`src/rtl/uart_pkg.sv`:
```
// Shared UART definitions: receiver/transmitter state encoding, parity codes and helpers.
package uart_pkg;

  typedef enum logic [2:0] {
    RX_IDLE   = 3'd0,
    RX_START  = 3'd1,
    RX_DATA   = 3'd2,
    RX_PARITY = 3'd3,
    RX_STOP   = 3'd4
  } rx_state_t;

  localparam logic [1:0] PARITY_NONE = 2'd0;
  localparam logic [1:0] PARITY_ODD  = 2'd1;
  localparam logic [1:0] PARITY_EVEN = 2'd2;

  // Code 3 is reserved and behaves as no parity.
  function automatic logic [1:0] parity_decode(input logic [1:0] code);
    case (code)
      PARITY_ODD:  return PARITY_ODD;
      PARITY_EVEN: return PARITY_EVEN;
      default:     return PARITY_NONE;
    endcase
  endfunction

  function automatic logic majority3(input logic [2:0] v);
    return (v[0] & v[1]) | (v[0] & v[2]) | (v[1] & v[2]);
  endfunction

endpackage

```
`src/rtl/uart_sync.sv`:
```
// Two-flop synchroniser for asynchronous line inputs; flops reset to 1 (idle line level).
module uart_sync #(
  parameter int unsigned WIDTH = 1
) (
  input  logic             clk,
  input  logic             rst_n,
  input  logic [WIDTH-1:0] d,
  output logic [WIDTH-1:0] q
);

  logic [WIDTH-1:0] meta;

  always_ff @(posedge clk or negedge rst_n) begin
    if (!rst_n) begin
      meta <= '1;
      q    <= '1;
    end else begin
      meta <= d;
      q    <= meta;
    end
  end

endmodule

```
`src/rtl/uart_rx.sv`:
```
// UART receiver (8N1/8E1/8O1), LSB-first, centre sampled, one-cycle data_valid strobe.
// Build option: UART_RX_MAJORITY_EN selects 2-of-3 majority sampling around each bit centre.
module uart_rx
  import uart_pkg::*;
#(
  parameter int CLOCKS_PER_BIT  = 434,
  parameter int DATA_BITS       = 8,
  parameter int CLOCK_CTR_WIDTH = 32
) (
  input  logic                 clk,
  input  logic                 rst_n,
  input  logic                 input_data_serial,
  input  logic [1:0]           parity_type,
  output logic [DATA_BITS-1:0] out_data,
  output logic                 data_valid,
  output logic                 parity_error,
  output logic                 frame_error
);

  localparam int IDX_W = (DATA_BITS > 1) ? $clog2(DATA_BITS) : 1;
  localparam logic [IDX_W-1:0] LAST_IDX = IDX_W'(DATA_BITS - 1);
  localparam logic [CLOCK_CTR_WIDTH-1:0] BIT_END = CLOCK_CTR_WIDTH'(CLOCKS_PER_BIT - 1);
`ifdef UART_RX_MAJORITY_EN
  // Start decision one cycle after the centre; data windows then sit at BIT_END-2..BIT_END.
  localparam logic [CLOCK_CTR_WIDTH-1:0] START_END = CLOCK_CTR_WIDTH'((CLOCKS_PER_BIT - 1) / 2 + 1);
`else
  localparam logic [CLOCK_CTR_WIDTH-1:0] START_END = CLOCK_CTR_WIDTH'((CLOCKS_PER_BIT - 1) / 2);
`endif

  rx_state_t                  state, state_next;
  logic                       rx_s;
  logic                       sample_bit;
  logic [CLOCK_CTR_WIDTH-1:0] clk_ctr;
  logic [IDX_W-1:0]           bit_idx;
  logic [DATA_BITS-1:0]       shift_reg;
  logic [1:0]                 parity_reg;
  logic                       par_mis;
  logic                       parity_en;
  logic                       exp_par;

  logic ctr_clr, idx_clr, latch_par, sample_data, sample_par, frame_done;

  uart_sync #(.WIDTH(1)) u_sync (
    .clk   (clk),
    .rst_n (rst_n),
    .d     (input_data_serial),
    .q     (rx_s)
  );

`ifdef UART_RX_MAJORITY_EN
  logic [1:0] rx_hist;

  always_ff @(posedge clk or negedge rst_n) begin
    if (!rst_n) rx_hist <= '1;
    else        rx_hist <= {rx_hist[0], rx_s};
  end

  assign sample_bit = majority3({rx_hist, rx_s});
`else
  assign sample_bit = rx_s;
`endif

  assign parity_en = (parity_reg != PARITY_NONE);
  assign exp_par   = (parity_reg == PARITY_EVEN) ? ^shift_reg : ~^shift_reg;

  always_ff @(posedge clk or negedge rst_n) begin
    if (!rst_n) state <= RX_IDLE;
    else        state <= state_next;
  end

  always_comb begin
    state_next  = state;
    ctr_clr     = 1'b0;
    idx_clr     = 1'b0;
    latch_par   = 1'b0;
    sample_data = 1'b0;
    sample_par  = 1'b0;
    frame_done  = 1'b0;
    case (state)
      RX_IDLE: begin
        ctr_clr = 1'b1;
        idx_clr = 1'b1;
        if (!rx_s) begin
          latch_par  = 1'b1;
          state_next = RX_START;
        end
      end
      RX_START: begin
        if (clk_ctr == START_END) begin
          ctr_clr    = 1'b1;
          state_next = sample_bit ? RX_IDLE : RX_DATA;
        end
      end
      RX_DATA: begin
        if (clk_ctr == BIT_END) begin
          ctr_clr     = 1'b1;
          sample_data = 1'b1;
          if (bit_idx == LAST_IDX) state_next = parity_en ? RX_PARITY : RX_STOP;
        end
      end
      RX_PARITY: begin
        if (clk_ctr == BIT_END) begin
          ctr_clr    = 1'b1;
          sample_par = 1'b1;
          state_next = RX_STOP;
        end
      end
      RX_STOP: begin
        if (clk_ctr == BIT_END) begin
          ctr_clr    = 1'b1;
          frame_done = 1'b1;
          state_next = RX_IDLE;
        end
      end
      default: begin
        ctr_clr    = 1'b1;
        idx_clr    = 1'b1;
        state_next = RX_IDLE;
      end
    endcase
  end

  always_ff @(posedge clk or negedge rst_n) begin
    if (!rst_n) begin
      clk_ctr      <= '0;
      bit_idx      <= '0;
      shift_reg    <= '0;
      parity_reg   <= PARITY_NONE;
      par_mis      <= 1'b0;
      out_data     <= '0;
      data_valid   <= 1'b0;
      parity_error <= 1'b0;
      frame_error  <= 1'b0;
    end else begin
      data_valid <= frame_done;

      if (ctr_clr) clk_ctr <= '0;
      else         clk_ctr <= clk_ctr + CLOCK_CTR_WIDTH'(1);

      if (idx_clr)          bit_idx <= '0;
      else if (sample_data) bit_idx <= bit_idx + IDX_W'(1);

      if (latch_par) begin
        parity_reg <= parity_decode(parity_type);
        par_mis    <= 1'b0;
      end

      if (sample_data) shift_reg[bit_idx] <= sample_bit;
      if (sample_par)  par_mis <= (sample_bit != exp_par);

      if (frame_done) begin
        out_data     <= shift_reg;
        frame_error  <= ~sample_bit;
        parity_error <= parity_en & par_mis;
      end
    end
  end

endmodule

```
`config.mk`:
```
export PLATFORM = sky130hd
export DESIGN_NAME = uart_rx
export DESIGN_NICKNAME = d
export VERILOG_FILES = /design/src/rtl/uart_pkg.sv /design/src/rtl/uart_sync.sv /design/src/rtl/uart_rx.sv
export SDC_FILE = /design/constraint.sdc
export NUM_CORES = 1
export LEC_CHECK = 0
export BUFFER_PORTS_ARGS = -buffer_cell sky130_fd_sc_hd__buf_4
export CAP_MARGIN = 0
export CORE_ASPECT_RATIO = 1.25
export CORE_UTILIZATION = 30
export CTS_CLUSTER_DIAMETER = 30
export DETAILED_ROUTE_END_ITERATION = 6
export PLACE_DENSITY = 0.54
export SLEW_MARGIN = 30
export SYNTH_ARGS = -nofsm -noshare
export SYNTH_HDL_FRONTEND = slang
export SYNTH_SLANG_ARGS = --single-unit
```
`constraint.sdc`:
```
create_clock -name clk -period 6 [get_ports clk]
set_clock_uncertainty 0.05 [all_clocks]
set_input_delay 1.8 -clock clk [delete_from_list [all_inputs] [get_ports clk]]
set_output_delay 1.8 -clock clk [all_outputs]
set_load 0.02 [all_outputs]
```
==> impl_metrics.toml <==
[routing]
num_vias = 2270
dr.first_iter.drc_count = 68
totalWireLength_um = 6160
antenna_left = 0
drt-wirelength-per-cell_um = 13.7
viasPerCell = 5.03
drc_errors = 0
first_pass_iters = 4

[synthesis]
ys_seq_area_share_pct = 48.6
ys_warn_count = 0
synthArstFlopShare_pct = 100
synth_top_area_share_pct = 47.0
synth-compound-area-share_pct = 4.70
synth_seq_cells = 62
muxShareOfSynthArea_pct = 6.62
synthFlopType = "dfrtp_1"
yosys-top-cells-area = "dfrtp_1, xor2_1, mux2_2"
synthCells = 301
yosys.area.top_type = "dfrtp_1"
netlist_area_um2 = 3200
synth_xor_area_share_pct = 10.4
ys_types = 45
synth_edf_count = 0
synthAdderAreaFrac_pct = 1.96
post-synth-top-count-cell = "dfrtp_1"
avgSynthCellArea_um2 = 10.6
yosys-top-cells-count = "dfrtp_1, nor2_1, xor2_1, nand3_1"
synth_nets = 311
yosys.area_share.simple_pct = 24.5
synth_top_family_by_area = "simple AND/OR/NAND/NOR gates"

[critical_path]
startpoint_type = "flop"
worstPathBufferInverterCount = 1
cp_max_fo = 2
cp.required_ns = 4.15
criticalPathCategory = "reg -> out"
rrSetupSlack_ns = 3.46
reg2regPathDepth = 5
rr_endpoint = "shift_reg[6]$_DFFE_PN0P_"
cp.arrival_ns = 0.86
cpMaxStageDelayCell = "dfrtp_1"
crit_family = "flip-flops"
cp-end-kind = "primary output"
path_cells = "buf_4"
max_stage_delay_ns = 0.38
regToRegStartpoint = "clk_ctr[27]$_DFF_PN0_"

[cts]
ctsHoldBuffers = 0
clk_latency_ns = 0.33
post_cts.repair.setup_buffers = 0
h-tree-depth = 3
cts_resized = 0
cts_tree = "yes"
clk_pin_slew_ns = 0.06
cts-root-buf = "clkbuf_16"
cts_buffers = 9
clock_sinks = 62
clockBufferDepth = 2

[timing]
fin_crit_sh_pct = 45.2
final.setup.tns_ns = 0
slew_headroom_pct = 47.2
hold_viol = 0
period_needed_ns = 2.71
rsz0062_at_grt = "false"
finalSetupViolations = 0
tightest_slew_ns = 0.792
report.final.slew_viol_count = 0
fmax_mhz = 368

[placement]
place_congestion = 0.764
io_buffers = 15
post-place-cells = 435
placed_area_um2 = 3410
dpl.hpwl_um = 4180

[global_routing]
grt_pass1_wl_um = 11000
grt_max_degree = 63
grt_overflow = 0
grt_pass1_vias = 2325
grt_usage_pct = 12.7
antenna_found_initial = 0

[pwr]
leakage_nw = 1.73
ir_drop_mv = 0.142
finalPower_mw = 0.995
powerDensity_nw_per_um2 = 266

[run]
cap_violations = 0

[final_layout]
syn2layout_area_growth_pct = 17.0
drive_gt1_share_pct = 18.6
num-nets-final = 327
post-route-util_pct = 36.6
largest_reg_flops = 32
final_cells = 451
finalInstanceArea_um2 = 3740
n_antenna_cell = 0

[floorplan]
row_count = 41
die_width_um = 94.3
core_um2 = 10200
start_util_pct = 31.3
pin_count = 16
dieHeight_um = 117
die_area_um2 = 11100

[worst_hold_path]
holdPathStages = 0
hp-start = "u_sync.meta$_DFF_PN1_"
hold_class = "reg -> reg"
min_to = "u_sync.q$_DFF_PN1_"

[outcome]
status = "finished, final reports clean"
## layer usage
layer,wire length (µm),vias to the layer above,share of wire [%],track usage (%)
met4,174,0,2.8,7.98
met1,2680,1117,44,15.5
met2,3120,45,51,20.0
met5,0,-,0,0
met3,185,16,3.0,2.72
li1,-,1092,-,-
## cells in the final DEF, fill, tap and decap left out, types with 9 or more instances in the layout
cell / synthesis / layout
nor2_1: 42 / 42
nand4_1: 13 / 13
buf_4: 3 / 16
xnor2_1: 14 / 14
nand2_1: 14 / 14
clkbuf_16: 0 / 9
xor2_1: 24 / 24
dfrtp_1: 60 / 60
inv_1: 9 / 9
mux2_2: 14 / 14
nand3_1: 17 / 17
## final cells by class
type,count,area (µm²)
Fill cell,1017,6470
Sequential cell,62,1550
Multi-Input combinational cell,219,1550
Clock buffer,9,225
Tap cell,129,161
Timing Repair Buffer,16,120
Clock inverter,7,97.6
Inverter,9,33.8
## worst max path at each step
stage | start | to | cells after the start
3_3_place_gp | rst_n | clk_ctr[22]$_DFF_PN0_ | 1
5_1_grt | out_data[6]$_DFFE_PN0P_ | out_data[6] | 1
6_report | out_data[2]$_DFFE_PN0P_ | out_data[2] | 1
3_5_place_dp | rst_n | clk_ctr[24]$_DFF_PN0_ | 1
4_1_cts | out_data[3]$_DFFE_PN0P_ | out_data[3] | 1
2_1_floorplan | parity_error$_DFFE_PN0P_ | parity_error | 0
## report_power, final
part           switching (mW)  internal [mW]
clock network           0.194          0.364
logic                  0.0104        0.00396
registers             0.00182          0.420
total                   0.206          0.789
## through the flow
| step | setup WS [ns] | hold WS [ns] |
|---|---|---|
| after floorplan | 3.73 | 0.295 |
| after global placement | 3.47 | 0.297 |
| after detailed placement | 3.47 | 0.298 |
| after CTS | 3.26 | 0.307 |
| after global routing | 3.25 | 0.308 |
| final | 3.29 | 0.305 |
## logic make-up after synthesis
family | Yosys count
compound gates | 22
mux | 19
buf+inv | 20
simple gates | 135
fa+ha+maj | 5
flops | 62
xor+xnor | 38
Note: power is estimated with default switching activity, not from simulation.
